### config.mk
export PLATFORM = sky130hd
export DESIGN_NAME = morse_sequencer_flat
export DESIGN_NICKNAME = d
export VERILOG_FILES = /design/src/rtl/morse_pkg.sv /design/src/rtl/morse_sequencer_if.sv /design/src/rtl/morse_tick_gen.sv /design/src/rtl/morse_sequencer.sv /design/src/flat_wrapper.sv
export SDC_FILE = /design/constraint.sdc
export NUM_CORES = 1
export LEC_CHECK = 0
export BUFFER_PORTS_ARGS = -buffer_cell sky130_fd_sc_hd__buf_2
export CAP_MARGIN = 20
export CORE_MARGIN = 2
export CORE_UTILIZATION = 35
export CTS_BUF_LIST = sky130_fd_sc_hd__clkbuf_8
export DETAILED_ROUTE_END_ITERATION = 12
export HOLD_SLACK_MARGIN = 0.1
export PLACE_DENSITY = 0.53
export SETUP_SLACK_MARGIN = 0.5
export SYNTH_ARGS = -nofsm -noshare
export SYNTH_HDL_FRONTEND = slang
export SYNTH_SLANG_ARGS = --single-unit
### constraint.sdc
create_clock -name CLOCK_50 -period 3.31 [get_ports CLOCK_50]
set_input_delay 0.331 -clock CLOCK_50 [delete_from_list [all_inputs] [get_ports CLOCK_50]]
set_output_delay 0.331 -clock CLOCK_50 [all_outputs]
set_load 0.005 [all_outputs]
### src/rtl/morse_pkg.sv
// Shared definitions for the Morse sequencer: FSM states, default timing
// parameters and the letter-to-pattern table.
package morse_pkg;

  localparam int TICK_DIV_DEFAULT  = 25_000_000;
  localparam int GAP_TICKS_DEFAULT = 3;
  localparam int PATTERN_BITS      = 14;

  typedef enum logic [1:0] {
    IDLE  = 2'd0,
    SHIFT = 2'd1,
    GAP   = 2'd2,
    FIN   = 2'd3
  } state_t;

  typedef logic [PATTERN_BITS-1:0] pattern_t;

  // Patterns play MSB first; index is the 3-bit letter code.
  localparam pattern_t LETTER_TABLE [8] = '{
    14'b10101000000000,
    14'b11100000000000,
    14'b10101110000000,
    14'b10101011100000,
    14'b10111011100000,
    14'b11101010111000,
    14'b11101011101110,
    14'b11101110101000
  };

  function automatic logic [2:0] letter_code(input logic [11:0] msg,
                                             input logic [1:0]  idx);
    case (idx)
      2'd0:    return msg[2:0];
      2'd1:    return msg[5:3];
      2'd2:    return msg[8:6];
      default: return msg[11:9];
    endcase
  endfunction

endpackage

### src/rtl/morse_sequencer_if.sv
// Request/status bundle between a message source and the Morse sequencer.
interface morse_sequencer_if;

  logic        start;
  logic        abort;
  logic [11:0] msg;
  logic [1:0]  msg_len;
  logic        led;
  logic        busy;
  logic        done;
  logic [1:0]  letter_idx;

  modport master (
    output start, abort, msg, msg_len,
    input  led, busy, done, letter_idx
  );

  modport slave (
    input  start, abort, msg, msg_len,
    output led, busy, done, letter_idx
  );

endinterface

### src/rtl/morse_tick_gen.sv
// Bit-period divider: counts 0..TICK_DIV-1 and flags the wrap cycle.
module morse_tick_gen #(
  parameter int TICK_DIV = 4
) (
  input  logic clk,
  input  logic reset,
  input  logic clear,
  output logic tick
);

  localparam int            CW   = (TICK_DIV > 1) ? $clog2(TICK_DIV) : 1;
  localparam logic [CW-1:0] LAST = CW'(TICK_DIV - 1);

  logic [CW-1:0] count;

  // NOTE: sequential state uses non-blocking assignments so every register
  // samples pre-edge values regardless of statement order.
  always_ff @(posedge clk) begin
    if (reset || clear) begin
      count <= '0;
    end else if (count == LAST) begin
      count <= '0;
    end else begin
      count <= count + CW'(1);
    end
  end

  assign tick = (count == LAST);

endmodule

### src/rtl/morse_sequencer.sv
// Plays up to four Morse letters on led, one pattern bit per TICK_DIV cycles,
// with GAP_TICKS zero periods between letters.
module morse_sequencer
  import morse_pkg::*;
#(
  parameter int TICK_DIV  = TICK_DIV_DEFAULT,
  parameter int GAP_TICKS = GAP_TICKS_DEFAULT
) (
  input  logic               CLOCK_50,
  input  logic               reset,
  morse_sequencer_if.slave   bus
);

  localparam logic [3:0] LAST_BIT = 4'(PATTERN_BITS - 1);
  localparam logic [3:0] GAP_LAST = 4'(GAP_TICKS - 1);

  state_t      state;
  pattern_t    pattern;
  logic [3:0]  bit_cnt;
  logic [3:0]  gap_cnt;
  logic [11:0] msg_q;
  logic [1:0]  len_q;
  logic [1:0]  letter_idx;
  logic        led;
  logic        busy;
  logic        done;

  logic        tick;
  logic        tick_clear;
  logic [1:0]  next_idx;
  pattern_t    start_pattern;
  pattern_t    next_pattern;

  assign next_idx      = letter_idx + 2'd1;
  assign start_pattern = LETTER_TABLE[bus.msg[2:0]];
  assign next_pattern  = LETTER_TABLE[letter_code(msg_q, next_idx)];

  // Each letter starts its first bit period on a fresh count.
  assign tick_clear = (state == IDLE) ||
                      (state == GAP && tick && gap_cnt == GAP_LAST);

  morse_tick_gen #(
    .TICK_DIV (TICK_DIV)
  ) u_tick_gen (
    .clk   (CLOCK_50),
    .reset (reset),
    .clear (tick_clear),
    .tick  (tick)
  );

  always_ff @(posedge CLOCK_50) begin
    if (reset) begin
      state      <= IDLE;
      pattern    <= '0;
      bit_cnt    <= '0;
      gap_cnt    <= '0;
      msg_q      <= '0;
      len_q      <= '0;
      letter_idx <= '0;
      led        <= 1'b0;
      busy       <= 1'b0;
      done       <= 1'b0;
    end else if (bus.abort && state != IDLE) begin
      state <= IDLE;
      led   <= 1'b0;
      busy  <= 1'b0;
      done  <= 1'b0;
    end else begin
      case (state)
        IDLE: begin
          done <= 1'b0;
          if (bus.start && !bus.abort) begin
            state      <= SHIFT;
            msg_q      <= bus.msg;
            len_q      <= bus.msg_len;
            pattern    <= start_pattern;
            led        <= start_pattern[PATTERN_BITS-1];
            busy       <= 1'b1;
            bit_cnt    <= '0;
            gap_cnt    <= '0;
            letter_idx <= '0;
          end
        end

        SHIFT: begin
          if (tick) begin
            if (bit_cnt == LAST_BIT) begin
              led     <= 1'b0;
              bit_cnt <= '0;
              if (letter_idx < len_q) begin
                state   <= GAP;
                gap_cnt <= '0;
              end else begin
                state <= FIN;
                busy  <= 1'b0;
                done  <= 1'b1;
              end
            end else begin
              pattern <= pattern << 1;
              led     <= pattern[PATTERN_BITS-2];
              bit_cnt <= bit_cnt + 4'd1;
            end
          end
        end

        GAP: begin
          if (tick) begin
            if (gap_cnt == GAP_LAST) begin
              state      <= SHIFT;
              letter_idx <= next_idx;
              pattern    <= next_pattern;
              led        <= next_pattern[PATTERN_BITS-1];
              gap_cnt    <= '0;
            end else begin
              gap_cnt <= gap_cnt + 4'd1;
            end
          end
        end

        FIN: begin
          state <= IDLE;
          done  <= 1'b0;
        end

        default: state <= IDLE;
      endcase
    end
  end

  assign bus.led        = led;
  assign bus.busy       = busy;
  assign bus.done       = done;
  assign bus.letter_idx = letter_idx;

endmodule

### src/flat_wrapper.sv
// flat-port wrapper written by rule: the top's interface ports become plain ports
module morse_sequencer_flat import morse_pkg::*;
#(
  parameter int TICK_DIV  = TICK_DIV_DEFAULT,
  parameter int GAP_TICKS = GAP_TICKS_DEFAULT
)
  (CLOCK_50, reset, bus_start, bus_abort, bus_msg, bus_msg_len, bus_led, bus_busy, bus_done, bus_letter_idx);
  morse_sequencer_if bus_i ();
  input  logic CLOCK_50;
  input  logic reset;
  input wire logic [$bits(bus_i.start)-1:0] bus_start;
  input wire logic [$bits(bus_i.abort)-1:0] bus_abort;
  input wire logic [$bits(bus_i.msg)-1:0] bus_msg;
  input wire logic [$bits(bus_i.msg_len)-1:0] bus_msg_len;
  output wire logic [$bits(bus_i.led)-1:0] bus_led;
  output wire logic [$bits(bus_i.busy)-1:0] bus_busy;
  output wire logic [$bits(bus_i.done)-1:0] bus_done;
  output wire logic [$bits(bus_i.letter_idx)-1:0] bus_letter_idx;
  assign bus_i.start = bus_start;
  assign bus_i.abort = bus_abort;
  assign bus_i.msg = bus_msg;
  assign bus_i.msg_len = bus_msg_len;
  assign bus_led = bus_i.led;
  assign bus_busy = bus_i.busy;
  assign bus_done = bus_i.done;
  assign bus_letter_idx = bus_i.letter_idx;
  morse_sequencer #(.TICK_DIV(TICK_DIV), .GAP_TICKS(GAP_TICKS)) u_core (.CLOCK_50(CLOCK_50), .reset(reset), .bus(bus_i));
endmodule
==> impl_metrics.yaml, run 1 <==
global_route:
  grt_use_total_pct: 16.9
  antenna_found_initial: 0
  grt_pass1_vias: 3256
  grt_remaining_overflow: 0
  grt_max_degree: 38
  grt_first_pass_wirelength_um: 15500
drt:
  routedWlPerCell_um: 14.5
  postRouteAntennaNets: 0
  first_pass_iters: 4
  vias: 3292
  drt_wl_total_um: 9010
  first_iter_violations: 142
  drc: 0
  viasPerCell: 5.31
sta:
  setup_viol: 0
  finalClockSkew_ns: 0.0145
  worstMarginPinSlew_ns: 0.768
  slew_headroom_pct: 48.8
  period_needed_ns: 2.50
  max_freq_mhz: 400
  holdWs_ns: 0.218
  period_share_pct: 75.6
  slew_viol_final: 0
  fin_ws_ns: 0.808
  setup_tns_ns: 0
  grt_setup_unrepaired: "no"
  finalHoldViolCount: 0
setup_path:
  setup.worst_path.end_class: "flop"
  required_ns: 3.53
  max_stage_delay_ns: 0.58
  startpoint_type: "flop"
  crit_buf_inv: 1
  cp_slowest_cell: "or4b_4"
  path_class: "flop to flop"
  worstPathCellList: "or4b_4 > or4_4 > nor3_2 > o21ai_1 > buf_4 > mux2i_1"
  cp_max_fo: 5
  cp_data_arrival_time_ns: 2.72
  critPathTopFamily: "simple AND/OR/NAND/NOR gates"
pwr:
  finalPower_mw: 2.06
  vdd_drop_max_uv: 203
  p_per_area_mw_per_mm2: 493
  p_leak_nw: 1.51
yosys:
  synth_area_per_cell_um2: 8.10
  synth_edf_count: 0
  yosys_warnings: 0
  ys.flop_type: "dfxtp_1"
  synth_cell_type_count: 58
  async_reset_ff_share_pct: 0
  syn_area_mm2: 0.00367
  syn_inst: 453
  synthesis.nets: 486
  yosysSeqAreaShare_pct: 36.0
  ys_ff_latch: 66
clock_tree:
  cts_tree: "yes"
  clk-insertion-delay-late_ns: 0.34
  cts_setup_buffers: 0
  clock-sinks: 66
  cts_resized: 0
  cts_buffers: 9
  htree_levels: 3
  root_buffer: "clkbuf_8"
  hold_buffers: 0
  clock_path_buffers: 2
  clk_pin_slew_ns: 0.08
job:
  drv_cap: 0
placement:
  dp_hpwl_um: 6520
  gp_congestion: 0.836
  port_buffers: 22
  place_ws_ns: 0.832
finish:
  fin_util_pct: 40.9
  areaGrowthSynthToFinish_pct: 14.1
  nNetsFinal: 513
  nFillCells: 1066
  drive_above_1_share_pct: 14.0
  antenna_cells: 0
floorplanning:
  die_area_mm2: 0.0113
  fp.dieH_um: 106
  num_rows: 37
  ioPinCount: 23
  start_util_pct: 35.9
  core_area_mm2: 0.0102
  die_x_um: 106
outcome:
  status: "finished clean"
worst_hold_path:
  hold_path_class: "input port to flop"
==> cells by family after synthesis <==
family / after synthesis / synth area share [%]
xor+xnor: 24 / 5.73
compound gates: 98 / 17.8
buf+inv: 35 / 3.68
fa+ha+maj: 15 / 5.12
simple gates: 197 / 26.6
mux: 18 / 5.08
flops: 66 / 36.0
==> worst register-to-register path, stage by stage (launching register included) <==
cell and delay (ns):
dfxtp_1 0.35, or4b_4 0.58, or4_4 0.56, nor3_2 0.23
o21ai_1 0.27, buf_4 0.28, mux2i_1 0.12
==> sequential cells by signal (all words and copies together) (netlist names) <==
name,count
u_core.bit_cnt,4
u_core.len_q,2
u_core.bus.done,1
u_core.u_tick_gen.count,25
u_core.bus.letter_idx,2
u_core.bus.busy,1
u_core.state,2
u_core.bus.led,1
u_core.msg_q,12
u_core.pattern,12
u_core.gap_cnt,4
==> per-stage QoR <==
stage | cell area (um^2) | std cells
6_report | 4180 | 620
5_1_grt | 4180 | 620
4_1_cts | 4180 | 620
3_5_place_dp | 3970 | 605
3_3_place_gp | 3970 | 605
2_1_floorplan | 3670 | 453
==> layer usage <==
metal	share of wire [%]	GRT usage [%]	vias up	wire length [um]
met5	0	0	-	0
met4	2.1	6.77	0	193
met3	3.2	3.49	17	292
met2	48	29.0	50	4280
met1	47	20.7	1544	4240
li1	-	-	1681	-
==> cell type report <==
cell class	instances	area, um^2	share of cell area [%]
multi-input cells	352	2210	52.9
inverters	17	63.8	1.53
repair buffers	34	200	4.78
well taps	136	170	4.07
flip-flops and latches	66	1320	31.6
clock inverters	6	92.6	2.21
clock buffers	9	124	2.96
==> cells in the final DEF, fill, tap and decap left out, drive strengths merged, types with 3 or more instances in the layout <==
master and instances:
clkbuf 9, a21o 3, nor2 45, inv 16, buf 34, nor4 5, nand2b 3, mux2 5
nor3 10, a21oi 35, xnor2 7, or4 7, a31oi 8, nor2b 4, xor2 17, nand2 67
nand4 8, clkinv 3, a31o 3, nand3 22, a211oi 3, or3 5, nor4b 4, o22ai 3
and3 8, ha 15, dfxtp 66, mux2i 13, o21ai 17
==> cells in the mapped netlist (3+ instances only) <==
master	number	area, um^2
nor4_1	4	25.0
xnor2_1	7	61.3
nor2_1	45	169
a21o_1	3	22.5
a21oi_1	34	170
mux2_2	5	56.3
and3_1	8	50.1
a31o_2	3	26.3
xor2_1	17	149
a211oi_1	3	22.5
nor3_1	9	45.0
or3_1	5	31.3
nand3_1	22	110
a31oi_1	8	50.1
ha_1	15	188
or4_4	3	33.8
nor2b_1	4	25.0
dfxtp_1	66	1320
or4_1	4	30.0
o21ai_0	16	80.1
nand4_1	8	50.1
o22ai_1	3	18.8
clkbuf_1	15	56.3
nand2b_1	3	18.8
inv_1	16	60.1
nand2_1	67	251
nor4b_1	4	35.0
mux2i_1	13	130
==> path summary, 6_finish.rpt <==
path / to / from / slack, ns / cells past startpoint
min reg2reg: u_core.pattern[3] / u_core.pattern[3] / 0.46 / 2
min: u_core.msg_q[6] / bus_msg[6] / 0.22 / 3
max reg2reg: u_core.pattern[10] / u_core.u_tick_gen.count[9] / 0.81 / 6
max: u_core.pattern[10] / u_core.u_tick_gen.count[9] / 0.81 / 6
==> power by group <==
group / total (mW) / switching (mW) / internal (mW)
clock: 0.742 / 0.320 / 0.422
combinational: 0.450 / 0.288 / 0.162
sequential: 0.871 / 0.0314 / 0.840
total: 2.06 / 0.639 / 1.42
Power figures use the tool's default switching activity.
==> run 2: changes to the inputs <==
--- a/config.mk
+++ b/config.mk
@@ -5,6 +5,7 @@
 export SDC_FILE = /design/constraint.sdc
 export NUM_CORES = 1
 export LEC_CHECK = 0
+export ABC_AREA = 1
 export BUFFER_PORTS_ARGS = -buffer_cell sky130_fd_sc_hd__buf_2
 export CAP_MARGIN = 20
 export CORE_MARGIN = 2
@@ -12,7 +13,7 @@
 export CTS_BUF_LIST = sky130_fd_sc_hd__clkbuf_8
 export DETAILED_ROUTE_END_ITERATION = 12
 export HOLD_SLACK_MARGIN = 0.1
-export PLACE_DENSITY = 0.53
+export PLACE_DENSITY = 0.55
 export SETUP_SLACK_MARGIN = 0.5
 export SYNTH_ARGS = -nofsm -noshare
 export SYNTH_HDL_FRONTEND = slang
==> constraint.sdc (replaced) <==
create_clock -name CLOCK_50 -period 2.1 [get_ports CLOCK_50]
set_input_delay 0.21 -clock CLOCK_50 [delete_from_list [all_inputs] [get_ports CLOCK_50]]
set_output_delay 0.21 -clock CLOCK_50 [all_outputs]
set_load 0.005 [all_outputs]
==> run 2 against run 1 <==
Net effect: hold slack worse by 0.089 ns; clock skew fell by 0.0021 ns; synthesized area increased by 3.1%; register-to-register slack lost 0.48 ns; critical path depth increased by 5; non-clock buffer count increased by 11; largest power group is now combinational cells; largest cell class unchanged; synthesized cell count up 25%.
==> impl_metrics.yaml, run 2 <==
placement:
  place_inst: 717
  dp_hpwl_um: 6310
  post_dp_cell_area_mm2: 0.00408
  gp_congestion: 0.832
  port_buffers: 22
drt:
  viasPerCell: 4.79
  drc: 0
  first_pass_iters: 4
  routedWlPerCell_um: 12.7
  drt_wl_total_um: 9560
  vias: 3618
  postRouteAntennaNets: 0
  first_iter_violations: 164
sta:
  period_share_pct: 84.3
  setup_viol: 0
  worstMarginPinSlew_ns: 0.380
  grt_setup_unrepaired: "yes"
  slew_headroom_pct: 74.6
  finalClockSkew_ns: 0.0124
  period_needed_ns: 1.77
  max_freq_mhz: 565
  slew_viol_final: 0
  holdWs_ns: 0.129
  finalHoldViolCount: 0
  setup_tns_ns: 0
pwr:
  sw_frac_of_total_pct: 47.9
  power.internal_mw: 3.23
  power_frac_comb_pct: 56.8
  p_seq_share_pct: 27.7
  switching_power_mw: 2.96
  p_per_area_mw_per_mm2: 1310
  vdd_drop_max_uv: 748
  power_frac_clock_pct: 15.5
  p_leak_nw: 1.98
floorplanning:
  die_x_um: 108
  start_util_pct: 36.3
  ioPinCount: 23
  fp.dieH_um: 108
  num_rows: 37
  die_area_mm2: 0.0117
  core_area_mm2: 0.0104
global_route:
  met3_usage_pct: 4.40
  grt_max_degree: 30
  grt_first_pass_wirelength_um: 16400
  antenna_found_initial: 0
  grt_remaining_overflow: 0
  grt_use_met1_pct: 22.5
  grt_pass1_vias: 3524
  grt_use_met2_pct: 29.2
  grt_use_total_pct: 17.6
  grt-busiest-layer: "met2"
setup_path:
  setup.worst_path.end_class: "flop"
  startpoint_type: "flop"
  required_ns: 2.34
  path_class: "flop to flop"
  cp_data_arrival_time_ns: 2.01
  reg2reg_slack_ns: 0.33
  cp_max_fo: 7
clock_tree:
  clk_pin_slew_ns: 0.08
  cts_buffers: 9
  clock_path_buffers: 2
  root_buffer: "clkbuf_8"
  htree_levels: 3
  clock-sinks: 66
  clk-insertion-delay-late_ns: 0.36
  cts_tree: "yes"
yosys:
  async_reset_ff_share_pct: 0
  yosysSeqAreaShare_pct: 34.9
  synth_edf_count: 0
  synthTopCellsByCount: "133 x nand2_1, 97 x nor2_1, 75 x inv_1"
  ys_ff_latch: 66
  syn_area_mm2: 0.00378
  synth_cell_type_count: 38
  ys.flop_type: "dfxtp_1"
  synth_area_per_cell_um2: 6.68
  syn_inst: 566
  yosys.area.top_type: "dfxtp_1"
  synth_area_leaders: "dfxtp_1 35%, nand2_1 13%, nor2_1 9.6%"
  yosys_warnings: 0
  synthesis.nets: 599
  yosysMostFrequentCell: "nand2_1"
  synth_top_area_share_pct: 34.9
finish:
  layout_common_cells: "126 x nand2_1, 89 x nor2_1, 67 x inv_1"
  largest_reg_flops: 25
  drive_above_1_share_pct: 25.0
  final_area_mm2: 0.00471
  multi_input_area_mm2: 0.00244
  antenna_cells: 0
  largest_register: "u_core.u_tick_gen.count"
  areaGrowthSynthToFinish_pct: 24.5
  top_regs: "u_core.u_tick_gen.count: 25 flops, u_core.msg_q: 12 flops, u_core.pattern: 12 flops"
  nNetsFinal: 647
  fin_cells: 755
  regArea_mm2: 0.00134
  final_common_cell: "nand2_1"
  nFillCells: 1083
job:
  drv_cap: 0
worst_hold_path:
  hold_path_class: "input port to flop"
outcome:
  status: "finished clean"
run 2: changes by cell type after synthesis, sizes merged, moves of 5 or more:
| cell | delta |
|---|---|
| nand2 | +74 |
| inv | +61 |
| nor2 | +58 |
| o21ai | +14 |
| mux2i | -13 |
| xor2 | -11 |
| and3 | -8 |
| clkbuf | -7 |
| or4 | -7 |
| nor3 | +6 |
| a31oi | -5 |
| mux2 | -5 |
| or2 | +5 |
| or3 | -5 |
run 2: critical path, cell delays in order (launching register included):
cell and delay (ns):
dfxtp_2 0.35, ha_4 0.15, nand2_4 0.07, nor2_4 0.10, nand3_2 0.08, nor2_4 0.13
buf_4 0.13, buf_6 0.08, nand4_1 0.15, buf_4 0.20, nand4_4 0.14, nor3_2 0.07
run 2: routing by layer:
metal / vias up / routed length [um] / share of wire [%]
met5: - / 0 / 0
met4: 0 / 118 / 1.2
met3: 9 / 298 / 3.1
li1: 1908 / - / -
met1: 1655 / 4650 / 49
met2: 46 / 4500 / 47
run 2: logic make-up (layout without fill, tap and decap cells):
logic type / count (synthesis) / count (layout) / share of synthesized area (%)
AND/OR/NAND/NOR: 308 / 313 / 37.5
buffers and inverters: 90 / 138 / 9.42
AO/OA/AOI/OAI: 77 / 77 / 10.8
flip-flops: 66 / 66 / 34.9
adder cells (fa/ha/maj): 15 / 15 / 4.96
XOR/XNOR: 10 / 10 / 2.31
run 2: worst paths after layout:
check | from | endpoint | cells after the start
setup reg to reg | u_core.u_tick_gen.count[1] | u_core.u_tick_gen.count[20] | 11
hold / removal | bus_msg[11] | u_core.msg_q[11] | 3
hold reg to reg | u_core.bus.done | u_core.bus.done | 2
setup / recovery | u_core.u_tick_gen.count[1] | u_core.u_tick_gen.count[20] | 11
run 2: power groups by stage:
stage	sequential [mW]	clock (mW)	combinational, mW
3_5_place_dp	1.71	0	2.74
5_1_grt	1.74	1.04	3.96
6_report	1.71	0.960	3.52
4_1_cts	1.70	0.992	3.33
3_3_place_gp	1.70	0	2.73
2_1_floorplan	1.67	0	2.23
run 2: final cells by class:
class	instances	area share, %
Inverter	77	6.13
Timing Repair Buffer	45	6.43
Clock inverter	7	0.982
Clock buffer	9	2.63
Tap cell	136	3.61
Multi-Input combinational cell	415	51.8
Sequential cell	66	28.4
run 2: timing repair:
action / 4_1_cts / 5_1_grt
gates resized for setup: 44 / 33
cloned: 5 / 0
setup buffers: 13 / 4
endpoints found under the setup margin: 52 / 52
hold buffers: 0 / 0
pin swaps: 24 / 14
run 2: stage by stage:
step / worst slack, ns / power, mW / util [%]
6_report: 0.330 / 6.19 / 45.2
3_3_place_gp: 0.164 / 4.43 / 39.2
2_1_floorplan: 0.495 / 3.90 / -
3_5_place_dp: 0.131 / 4.45 / 39.2
4_1_cts: 0.341 / 6.03 / 44.0
5_1_grt: 0.218 / 6.74 / 45.2
